--- config.mk ---
export PLATFORM = sky130hd
export DESIGN_NAME = ws2812_stream_driver
export DESIGN_NICKNAME = d
export VERILOG_FILES = /design/src/rtl/ws2812_stream_driver.sv
export SDC_FILE = /design/constraint.sdc
export NUM_CORES = 1
export LEC_CHECK = 0
export BUFFER_PORTS_ARGS = -buffer_cell sky130_fd_sc_hd__buf_2
export CAP_MARGIN = 20
export CORE_MARGIN = 4
export CORE_UTILIZATION = 40
export CTS_CLUSTER_DIAMETER = 60
export DETAILED_ROUTE_END_ITERATION = 12
export PLACE_DENSITY_LB_ADDON = 0.3
export SYNTH_ARGS = -nofsm -noshare
export SYNTH_HDL_FRONTEND = slang
export SYNTH_SLANG_ARGS = --single-unit
export TNS_END_PERCENT = 10
--- constraint.sdc ---
create_clock -name clk -period 9.9 [get_ports clk]
set_input_delay 0.495 -clock clk [delete_from_list [all_inputs] [get_ports clk]]
set_output_delay 0.495 -clock clk [all_outputs]
set_load 0.01 [all_outputs]
--- src/rtl/ws2812_stream_driver.sv ---
// rtl/ws2812_stream_driver.sv - WS2812/SK6812 NRZ driver fed by a valid/ready pixel stream
module ws2812_stream_driver #(
    parameter int NUM_LED      = 8,
    parameter int BITS_PER_LED = 24,
    parameter int T0H          = 35,
    parameter int T0L          = 80,
    parameter int T1H          = 70,
    parameter int T1L          = 60,
    parameter int RES          = 6000
) (
    input  logic                    clk,
    input  logic                    reset_n,
    input  logic                    start,
    input  logic [7:0]              brightness,
    input  logic [BITS_PER_LED-1:0] pix_data,
    input  logic                    pix_valid,
    output logic                    pix_ready,
    output logic                    led_data,
    output logic                    busy,
    output logic                    frame_done,
    output logic                    underrun
);
    localparam int MAX_H  = (T0H > T1H) ? T0H : T1H;
    localparam int MAX_L  = (T0L > T1L) ? T0L : T1L;
    localparam int MAX_HL = (MAX_H > MAX_L) ? MAX_H : MAX_L;
    localparam int MAX_T  = (RES > MAX_HL) ? RES : MAX_HL;
    localparam int TW     = $clog2(MAX_T + 1);
    localparam int CW     = $clog2(NUM_LED + 1);
    localparam int BW     = $clog2(BITS_PER_LED);
    localparam int NBYTES = BITS_PER_LED / 8;
    localparam int MSB    = BITS_PER_LED - 1;

    // Timer reload values are period-1 so a phase lasts exactly its period
    localparam logic [TW-1:0] T0H_L = TW'(T0H - 1);
    localparam logic [TW-1:0] T0L_L = TW'(T0L - 1);
    localparam logic [TW-1:0] T1H_L = TW'(T1H - 1);
    localparam logic [TW-1:0] T1L_L = TW'(T1L - 1);
    localparam logic [TW-1:0] RES_L = TW'(RES - 1);
    localparam logic [CW-1:0] NUM_C = CW'(NUM_LED);
    localparam logic [BW-1:0] LAST_BIT = BW'(BITS_PER_LED - 1);

    typedef enum logic [2:0] {IDLE, FETCH, HIGH, LOW, LATCH} state_t;

    state_t                  state, state_nx;
    logic [TW-1:0]           timer, timer_nx;
    logic [BW-1:0]           bit_cnt, bit_cnt_nx;
    logic [BITS_PER_LED-1:0] shift, shift_nx;
    logic [BITS_PER_LED-1:0] pix_buf;
    logic [BITS_PER_LED-1:0] scaled;
    logic                    buf_full;
    logic [CW-1:0]           requested, sent, sent_nx, sent_inc;
    logic [7:0]              bright;
    logic                    xfer, load_buf, done_nx, underrun_set, accept;

    function automatic logic [7:0] scale_byte(input logic [7:0] b, input logic [7:0] s);
        logic [15:0] prod;
        prod = {8'h00, b} * ({8'h00, s} + 16'd1);
        return prod[15:8];
    endfunction

    always_comb begin
        scaled = '0;
        for (int i = 0; i < NBYTES; i++)
            scaled[i*8 +: 8] = scale_byte(pix_data[i*8 +: 8], bright);
    end

    assign busy      = (state != IDLE);
    assign pix_ready = busy && !buf_full && (requested < NUM_C);
    assign xfer      = pix_valid && pix_ready;
    assign accept    = (state == IDLE) && start;
    assign sent_inc  = sent + CW'(1);

    always_comb begin
        state_nx     = state;
        timer_nx     = timer;
        bit_cnt_nx   = bit_cnt;
        shift_nx     = shift;
        sent_nx      = sent;
        load_buf     = 1'b0;
        done_nx      = 1'b0;
        underrun_set = 1'b0;
        case (state)
            IDLE: begin
                if (start) begin
                    state_nx = FETCH;
                    sent_nx  = '0;
                end
            end
            FETCH: begin
                if (buf_full) begin
                    load_buf   = 1'b1;
                    shift_nx   = pix_buf;
                    bit_cnt_nx = '0;
                    timer_nx   = pix_buf[MSB] ? T1H_L : T0H_L;
                    state_nx   = HIGH;
                end
            end
            HIGH: begin
                if (timer == '0) begin
                    timer_nx = shift[MSB] ? T1L_L : T0L_L;
                    state_nx = LOW;
                end else begin
                    timer_nx = timer - TW'(1);
                end
            end
            LOW: begin
                if (timer != '0) begin
                    timer_nx = timer - TW'(1);
                end else if (bit_cnt != LAST_BIT) begin
                    shift_nx   = shift << 1;
                    bit_cnt_nx = bit_cnt + BW'(1);
                    timer_nx   = shift[MSB-1] ? T1H_L : T0H_L;
                    state_nx   = HIGH;
                end else begin
                    sent_nx = sent_inc;
                    if (sent_inc == NUM_C) begin
                        timer_nx = RES_L;
                        state_nx = LATCH;
                    end else if (buf_full) begin
                        // Back-to-back pixel: no extra low time on the line
                        load_buf   = 1'b1;
                        shift_nx   = pix_buf;
                        bit_cnt_nx = '0;
                        timer_nx   = pix_buf[MSB] ? T1H_L : T0H_L;
                        state_nx   = HIGH;
                    end else begin
                        underrun_set = 1'b1;
                        state_nx     = FETCH;
                    end
                end
            end
            LATCH: begin
                if (timer == '0) begin
                    done_nx  = 1'b1;
                    state_nx = IDLE;
                end else begin
                    timer_nx = timer - TW'(1);
                end
            end
            default: state_nx = IDLE;
        endcase
    end

    always_ff @(posedge clk or negedge reset_n) begin
        if (!reset_n) begin
            state      <= IDLE;
            timer      <= '0;
            bit_cnt    <= '0;
            shift      <= '0;
            sent       <= '0;
            requested  <= '0;
            pix_buf    <= '0;
            buf_full   <= 1'b0;
            bright     <= '0;
            led_data   <= 1'b0;
            frame_done <= 1'b0;
            underrun   <= 1'b0;
        end else begin
            state      <= state_nx;
            timer      <= timer_nx;
            bit_cnt    <= bit_cnt_nx;
            shift      <= shift_nx;
            sent       <= sent_nx;
            frame_done <= done_nx;
            led_data   <= (state_nx == HIGH);
            if (accept) begin
                bright    <= brightness;
                underrun  <= 1'b0;
                requested <= '0;
                buf_full  <= 1'b0;
            end else begin
                if (underrun_set)
                    underrun <= 1'b1;
                if (xfer) begin
                    pix_buf   <= scaled;
                    buf_full  <= 1'b1;
                    requested <= requested + CW'(1);
                end else if (load_buf) begin
                    buf_full <= 1'b0;
                end
            end
        end
    end
endmodule

# Word level (Yosys, flattened, before mapping)
# Index checks and enable logic that the tools add are counted.
[op_classes]
add_sub_neg = 5
n_div = 0
n_eq_ne = 12
n_bitwise = 1
magnitude_cmp = 1
n_mul = 3
mux = 52
shifts = 0
reduce_logical = 19
[ops]
columns = ["cell", "count"]
rows = [
  ["24-bit 2-to-1 mux", 4],
  ["13-bit 2-to-1 mux", 6],
  ["13-bit case mux with 4 select lines", 1],
  ["24-bit case mux with 2 select lines", 1],
  ["8-bit by 16-bit multiplier with 16-bit output", 2],
  ["3-bit 2-to-1 mux", 7],
  ["7-bit 2-to-1 mux", 3],
  ["4-bit 2-to-1 mux", 5],
  ["5-bit 2-to-1 mux", 4],
  ["8-bit by 9-bit multiplier with 16-bit output", 1],
  ["1-bit 2-to-1 mux", 16],
  ["3-bit case mux with 5 select lines", 1],
  ["13-bit zero test", 1],
  ["13-bit nonzero test", 1],
  ["13-bit by 1-bit subtractor with 13-bit output (second input constant)", 1],
  ["5-bit case mux with 2 select lines", 1],
  ["8-bit by 1-bit adder with 9-bit output (second input constant)", 1],
  ["3-bit by 2-bit equality test with 1-bit output (second input constant)", 3],
  ["4-bit by 1-bit adder with 4-bit output (second input constant)", 2],
  ["2-bit inequality test (second input constant)", 4],
  ["4-bit case mux with 2 select lines", 1],
  ["2-bit nonzero test", 4],
  ["3-bit nonzero test", 2],
  ["5-bit by 1-bit adder with 5-bit output (second input constant)", 1],
  ["16 further kinds", 20],
]
[word_totals]
reg_bits = 89
latch_bits = 0
rom_bits = 0
mem_bits_rw = 0
mem_count = 0

# Longest topological paths before layout
# Gate-level depths: netlist of run 1.
[depth]
ltp_word = 9
ltp_mapped = 20

# Least setup slack after synthesis of run 1
# OpenSTA, ideal clock, no wires.
[synth_timing]
path_type = "register to register"
startpoint = "register bright[0]"
endpoint = "register pix_buf[23]"
n_path_buf = 1
path_stages_with_launch = 20
slack_ns = 4.665
arrival_ns = 5.166
path_cell_list = "dfrtp_1 -> ha_1 -> nand3_1 -> xnor2_1 -> clkbuf_1 -> nand2_1 -> fa_1 -> fa_1 -> inv_1 -> fa_1 -> inv_1 -> fa_1 -> inv_1 -> ha_1 -> a21o_1 -> a21o_1 -> a41o_1 -> a221o_1 -> or4_1 -> nand3_1"
[synth_via]
elab_chain_cells = 2
[synth_lines]
columns = ["element", "line_no", "text"]
rows = [
  ["start: declaration", "52", "logic [7:0] bright;"],
  ["start signal: assignment", "167", "bright <= brightness;"],
  ["8-bit by 1-bit adder with 9-bit output", "57", "prod = {8'h00, b} * ({8'h00, s} + 16'd1);"],
  ["8-bit by 9-bit multiplier with 16-bit output", "57", ""],
  ["end signal: assignment", "175", "pix_buf <= scaled;"],
  ["end: declaration", "48", "logic [BITS_PER_LED-1:0] pix_buf;"],
]
# No other way between the ends.
# A chain may end at the register's enable or synchronous reset.

# Worst setup path after layout of run 1
[layout_timing]
startpoint = "register bright[0]"
endpoint = "register pix_buf[7]"
[layout_via]
elab_chain_cells = 2
[layout_lines]
columns = ["element", "line_no"]
rows = [
  ["8-bit by 1-bit adder with 9-bit output", "57"],
  ["8-bit by 16-bit multiplier with 16-bit output", "57"],
]
# No other way between the ends.

==> results of run 1 <==
-- per-stage QoR --
| stage | utilization (%) | hold WS, ns |
|---|---|---|
| 3_5_place_dp | 43.0 | 0.461 |
| 2_1_floorplan | - | 0.199 |
| 6_report | 44.5 | 0.137 |
| 3_3_place_gp | 43.0 | 0.453 |
| 5_1_grt | 44.5 | 0.178 |
| 4_1_cts | 44.5 | 0.160 |
-- cells in the mapped netlist, types with 5 or more instances --
| master | instances |
|---|---|
| a21o_1 | 13 |
| a21oi_1 | 32 |
| a221oi_1 | 6 |
| a2bb2oi_1 | 24 |
| a31oi_1 | 9 |
| and2_1 | 146 |
| and3_1 | 13 |
| and4_1 | 5 |
| buf_2 | 9 |
| clkbuf_1 | 38 |
| dfrtp_1 | 89 |
| fa_1 | 120 |
| ha_1 | 101 |
| inv_1 | 158 |
| nand2_1 | 131 |
| nand3_1 | 17 |
| nand3b_1 | 25 |
| nand4_1 | 7 |
| nand4b_1 | 7 |
| nor2_1 | 31 |
| nor2b_1 | 17 |
| nor3_1 | 12 |
| nor4_1 | 5 |
| o21ai_0 | 78 |
| o21ai_1 | 5 |
| o31ai_1 | 6 |
| xnor2_1 | 23 |
| xor2_1 | 18 |
-- sequential cells by signal, indices dropped and copies added, names as in the netlist --
register,count
underrun,1
timer,13
shift,24
requested,4
led_data,1
bright,8
sent,4
frame_done,1
bit_cnt,5
pix_buf,24
buf_full,1
state,3
-- power groups by stage --
stage	Combinational (mW)	Sequential, mW	Clock [mW]
2_1_floorplan	0.0338	0.385	0
3_3_place_gp	0.0688	0.387	0
3_5_place_dp	0.0697	0.387	0
4_1_cts	0.0702	0.381	0.437
5_1_grt	0.0795	0.381	0.454
6_report	0.0687	0.381	0.426
-- how the worst min path moves through the flow --
stage / end / cells past startpoint
3_5_place_dp: pix_buf[12] / 2
5_1_grt: led_data / 1
6_report: led_data / 1
3_3_place_gp: pix_buf[16] / 2
4_1_cts: led_data / 1
2_1_floorplan: bit_cnt[0] / 0
-- routing by layer --
layer,up-vias,GRT usage [%],part of all wire [%]
met1,4058,24.0,49
met4,0,3.59,1.4
met3,27,2.34,3.9
met5,-,0,0
li1,4011,-,-
met2,158,27.3,46
-- worst reg2reg max path: cells and delay by family (launching register included) --
family	cells	cell delay (ns)
AO/OA/AOI/OAI	2	0.77
XOR/XNOR	1	0.54
adder cells (fa/ha/maj)	6	2.54
buffers and inverters	4	0.76
flip-flops	1	0.32
AND/OR/NAND/NOR	5	0.96
-- kinds of logic (layout without fill, tap and decap cells) --
| logic type | after synthesis | in the layout | share of synthesized area [%] |
|---|---|---|---|
| buffers and inverters | 208 | 226 | 7.45 |
| adder cells (fa/ha/maj) | 221 | 221 | 33.8 |
| flip-flops | 89 | 89 | 20.6 |
| XOR/XNOR | 41 | 41 | 3.32 |
| AO/OA/AOI/OAI | 211 | 211 | 12.7 |
| multiplexers | 3 | 3 | 0.289 |
| AND/OR/NAND/NOR | 431 | 431 | 21.8 |
-- final cells by class --
cell class | instances | area, µm²
Tap cell | 335 | 419
Sequential cell | 89 | 2230
Clock buffer | 11 | 253
Multi-Input combinational cell | 907 | 7800
Inverter | 158 | 593
Clock inverter | 5 | 125
Timing Repair Buffer | 52 | 293
Fill cell | 2578 | 14600
==> metrics.txt, run 1 <==
FMAX=168 MHz; GRT Total Usage=16.7%; cts hold-fix bufs=0; critical path startpoint category=flop; Flop pwr share=43.5%; Critical Path RT=10.18 ns; Seq cells post-synth=89; crit path time final=5.95 ns; final setup TNS=0 ns; worst reg-to-reg setup slack=approximately 3.9 ns; outcome=finished, final reports clean; WS Path Type=reg -> reg; Net Sw Power=194 µW; Worst Path Arrival=around 6.2 ns; final setup fails=0; CP bufs+invs=4; worst r2r path cells=18; Logic pwr share=7.8%; Setup WS pre-CTS=3.98 ns; count of flip-flops with a built-in enable after synthesis=0; PD cells=between 70 and 80 nW/µm²; CTS tree=built; crit-path max FO=26; Final Non-Filler Cells=1,557; syn nets=1,461; dpl cells=1,541; largest vdd supply drop=78.4 µV; H-tree levels=3; clk_lat worst skew=0.35 ns; Root Driver=clkbuf_16; Netlist cell types=64; vias in the first global route=8,384; First-pass DRT Iterations=5; setup repair bufs after CTS=0; Chip Width=roughly 170 µm; # clock sinks=89; Design Area, Final=11,700 µm²; Layout area overhead=8.16%; row count=59; CTS Buf Count=9; commonest non-fill, non-tap cell in the layout=inv_1; CP startpoint=bright[0]; Yosys warnings=0; final wirelength=24.8 mm; Hold/Removal Path Class=in -> async; CORE AREA=26,400 µm²; worst slew pin tran=0.946 ns; initial antenna violation count=1; layout cells sized above 1=6.63%; # DRC=0; CP cell instances=buf_4 -> ha_1 -> nand2_1 -> xnor2_1 -> buf_4 -> and2_1 -> fa_1 -> inv_1 -> fa_1 -> fa_1 -> fa_1 -> inv_1 -> ha_1 -> and3_1 -> a221o_2 -> a221o_1 -> or4_1 -> nand3_1; CP max-delay cell=fa_1; WL/cell=15.9 µm; register clock-pin slew on the reported worst setup and hold paths=0.06 ns; die footprint=29,800 µm²; Final nets=between 1,000 and 1,500; Vias/cell=5.30; Lkg Pwr=between 6 and 7 nW; Final Hold Fails=0; drt initial violations=~520; CP endpoint=pix_buf[7]; Slew HR=between 30% and 40%; via count=8,254; most frequent cells in the layout=inv_1, and2_1, nand2_1, fa_1, ha_1; switching share of power=22.2%; Top delay family on crit path=adder cells; Crit Reg-Reg Endpoint=pix_buf[7]; Post-synth ARST share=100%; post-DP HPWL=18.7 mm; cell count after synthesis=1,204; final worst path period share=60.1%; Post-Syn Area per Cell=9.00 µm²; post-CTS resize count=0; MaxCap Viol Count=0; Inserted Diodes=0; fin. max-slew vios=0; placed cell area=11,300 µm²; Pwr Total=875 µW; initial cell density of the core=41.1%; Clock Power Share=about 49%; share of Yosys cell area claimed by the top area cell type=about 22%; final worst setup slack=~3.9 ns; most used cell, CP=fa_1; largest net degree at the start of global routing=53; Critical Path Stages=18; gpl congestion=0.904; Worst Clk Skew=~0.0065 ns; worst r2r src=bright[0]; CP max stage delay=0.55 ns; Die H=173 µm; internal power=681 µW; RSZ-0062 raised after global routing=false; cell area after synthesis=10,800 µm²; GRT overflow=0; IO Count=between 40 and 50; post-synthesis sequential area ratio=20.6%; area leader, netlist=fa_1; clk buf depth=2; antenna violation net count after detailed routing=0; Setup crit end kind=flop; first-pass GRT wire length=42.0 mm; dominant cells by area after synthesis=fa_1, dfrtp_1, ha_1; Synth Flop Type=dfrtp_1; Port Buffers=40
(Power assumes the default switching activity.)
==> run 2: changes to the inputs <==
- clock period: 9.9 -> 5.3 ns (I/O delays scaled with it)
==> metrics.txt, run 2 (synthesis gave the netlist of run 1 again) <==
WL/cell=16.0 µm; GRT overflow=0; Design Area, Final=12,100 µm²; Slew HR=a little over a third; global route hottest layer=met2; Setup WS pre-CTS=around 0.014 ns; Crit Reg-Reg Endpoint=pix_buf[7]; register clock-pin slew on the reported worst setup and hold paths=about 0.07 ns; # clock sinks=89; FMAX=roughly 190 MHz; Die H=173 µm; Worst Clk Skew=between 0.01 and 0.015 ns; IO Count=41; most used cell, CP=fa_1; final setup TNS=0 ns; gpl congestion=about 0.86; CTS tree=built; Critical Path RT=5.59 ns; largest vdd supply drop=130 µV; crit path time final=5.19 ns; Top Registers=pix_buf (24), shift (24), timer (13); die footprint=29,800 µm²; GRT Total Usage=17.0%; row count=59; initial antenna violation count=4; worst r2r src=bright[0]; dpl cells=1,562; fin. max-slew vios=0; First-pass DRT Iterations=5; final worst path period share=97.9%; met3 Use GR=between 2 and 3%; post-DP HPWL=19.3 mm; vias in the first global route=roughly 8,400; first-pass GRT wire length=42.6 mm; MaxCap Viol Count=0; Chip Width=between 150 and 200 µm; via count=8,472; Final Non-Filler Cells=1,596; Setup crit end kind=flop; Final Hold Fails=0; Fillers=2,529; critical path startpoint category=flop; worst slew pin tran=0.976 ns; CORE AREA=~26,000 µm²; Root Driver=clkbuf_16; Hold/Removal Path Class=in -> reg; layout cells sized above 1=10.5%; # DRC=0; CP max-delay cell=fa_1; Final nets=1,509; drt initial violations=645; outcome=finished, final reports clean; Vias/cell=5.31; crit-path max FO=5; Hold Path Stages=3; worst r2r path cells=17; worst reg-to-reg setup slack=0.11 ns; final wirelength=25.5 mm; antenna violation net count after detailed routing=0; startpoint of the worst hold path=brightness[5]; met2 Use GR=between 20% and 30%; CP max stage delay=0.50 ns; WS Path Type=reg -> reg; Layout area overhead=11.6%; final worst setup slack=0.111 ns; largest net degree at the start of global routing=68; Final Hold Slack=0.107 ns; PD cells=122 nW/µm²; placed cell area=11,500 µm²; Endpoint, Worst Hold=bright[5]; most frequent cells in the layout=inv_1, and2_1, nand2_1, fa_1, ha_1; final setup fails=0; Top delay family on crit path=adder cells; commonest non-fill, non-tap cell in the layout=inv_1; Port Buffers=40; CP cell instances=buf_6 -> nand2_1 -> nor2_2 -> xor2_2 -> buf_6 -> nand2_1 -> fa_1 -> fa_1 -> inv_1 -> fa_1 -> fa_1 -> ha_1 -> a21o_1 -> a221o_2 -> a221o_1 -> or4_1 -> nand3_1; Lkg Pwr=between 6 and 7 nW; clk_lat worst skew=0.35 ns; CTS Buf Count=9; CP bufs+invs=3; Worst Path Arrival=5.48 ns; initial cell density of the core=between 40% and 50%; met1 Track Usage GR=about a quarter; clk buf depth=2; H-tree levels=3
==> run 2: routing by layer <==
layer | wire (µm) | part of all wire [%]
met1 | 12100 | 48
met2 | 11700 | 46
met3 | 1250 | 4.9
met4 | 422 | 1.7
met5 | 13 | 0.051
==> run 2: area by class of cell <==
cell class / count / area [µm²] / share of cell area, %
antenna: 4 / 10.0 / 0.0828
clock buffer: 9 / 225 / 1.86
clock inverter: 7 / 68.8 / 0.569
inverter: 158 / 593 / 4.91
multi-input combinational: 907 / 7910 / 65.5
sequential: 89 / 2230 / 18.5
tap: 335 / 419 / 3.47
timing repair buffer: 87 / 628 / 5.20
==> run 2: tightest hold or removal path: cells and delay by family <==
family / cells / cell delay [ns]
and+or+nand+nor: 2 / 0.09
buffers and inverters: 1 / 0.08
==> run 2: worst max-delay path by stage <==
| stage | start | endpoint | slack (ns) | cells past startpoint |
|---|---|---|---|---|
| 6_report | bright[0] | pix_buf[7] | 0.11 | 17 |
| 5_1_grt | bright[0] | pix_buf[14] | -0.12 | 20 |
| 4_1_cts | bright[1] | pix_buf[23] | 0.003 | 19 |
| 3_5_place_dp | bright[1] | pix_buf[23] | 0.01 | 19 |
| 3_3_place_gp | bright[2] | pix_buf[7] | 0.08 | 14 |
| 2_1_floorplan | bright[0] | pix_buf[23] | 0.06 | 19 |
==> run 2: power breakdown <==
group | internal (mW) | switching, mW | leakage, nW
logic | 0.0436 | 0.0845 | 4.83
clock network | 0.331 | 0.304 | 0.145
registers | 0.696 | 0.0169 | 1.20
total | 1.07 | 0.405 | 6.18
==> run 2: repair_timing <==
action	in CTS	in global routing
setup endpoints to repair	0	16
resized for setup	0	26
hold buffers	1	0
buffers inserted	0	12
hold endpoints to repair	22	0
==> run 2: per-stage QoR <==
| step | util (%) | power (mW) |
|---|---|---|
| after floorplan | - | 0.781 |
| after global placement | 43.8 | 0.853 |
| after detailed placement | 43.8 | 0.854 |
| after CTS | 44.9 | 1.50 |
| after global routing | 45.9 | 1.55 |
| final | 45.9 | 1.48 |
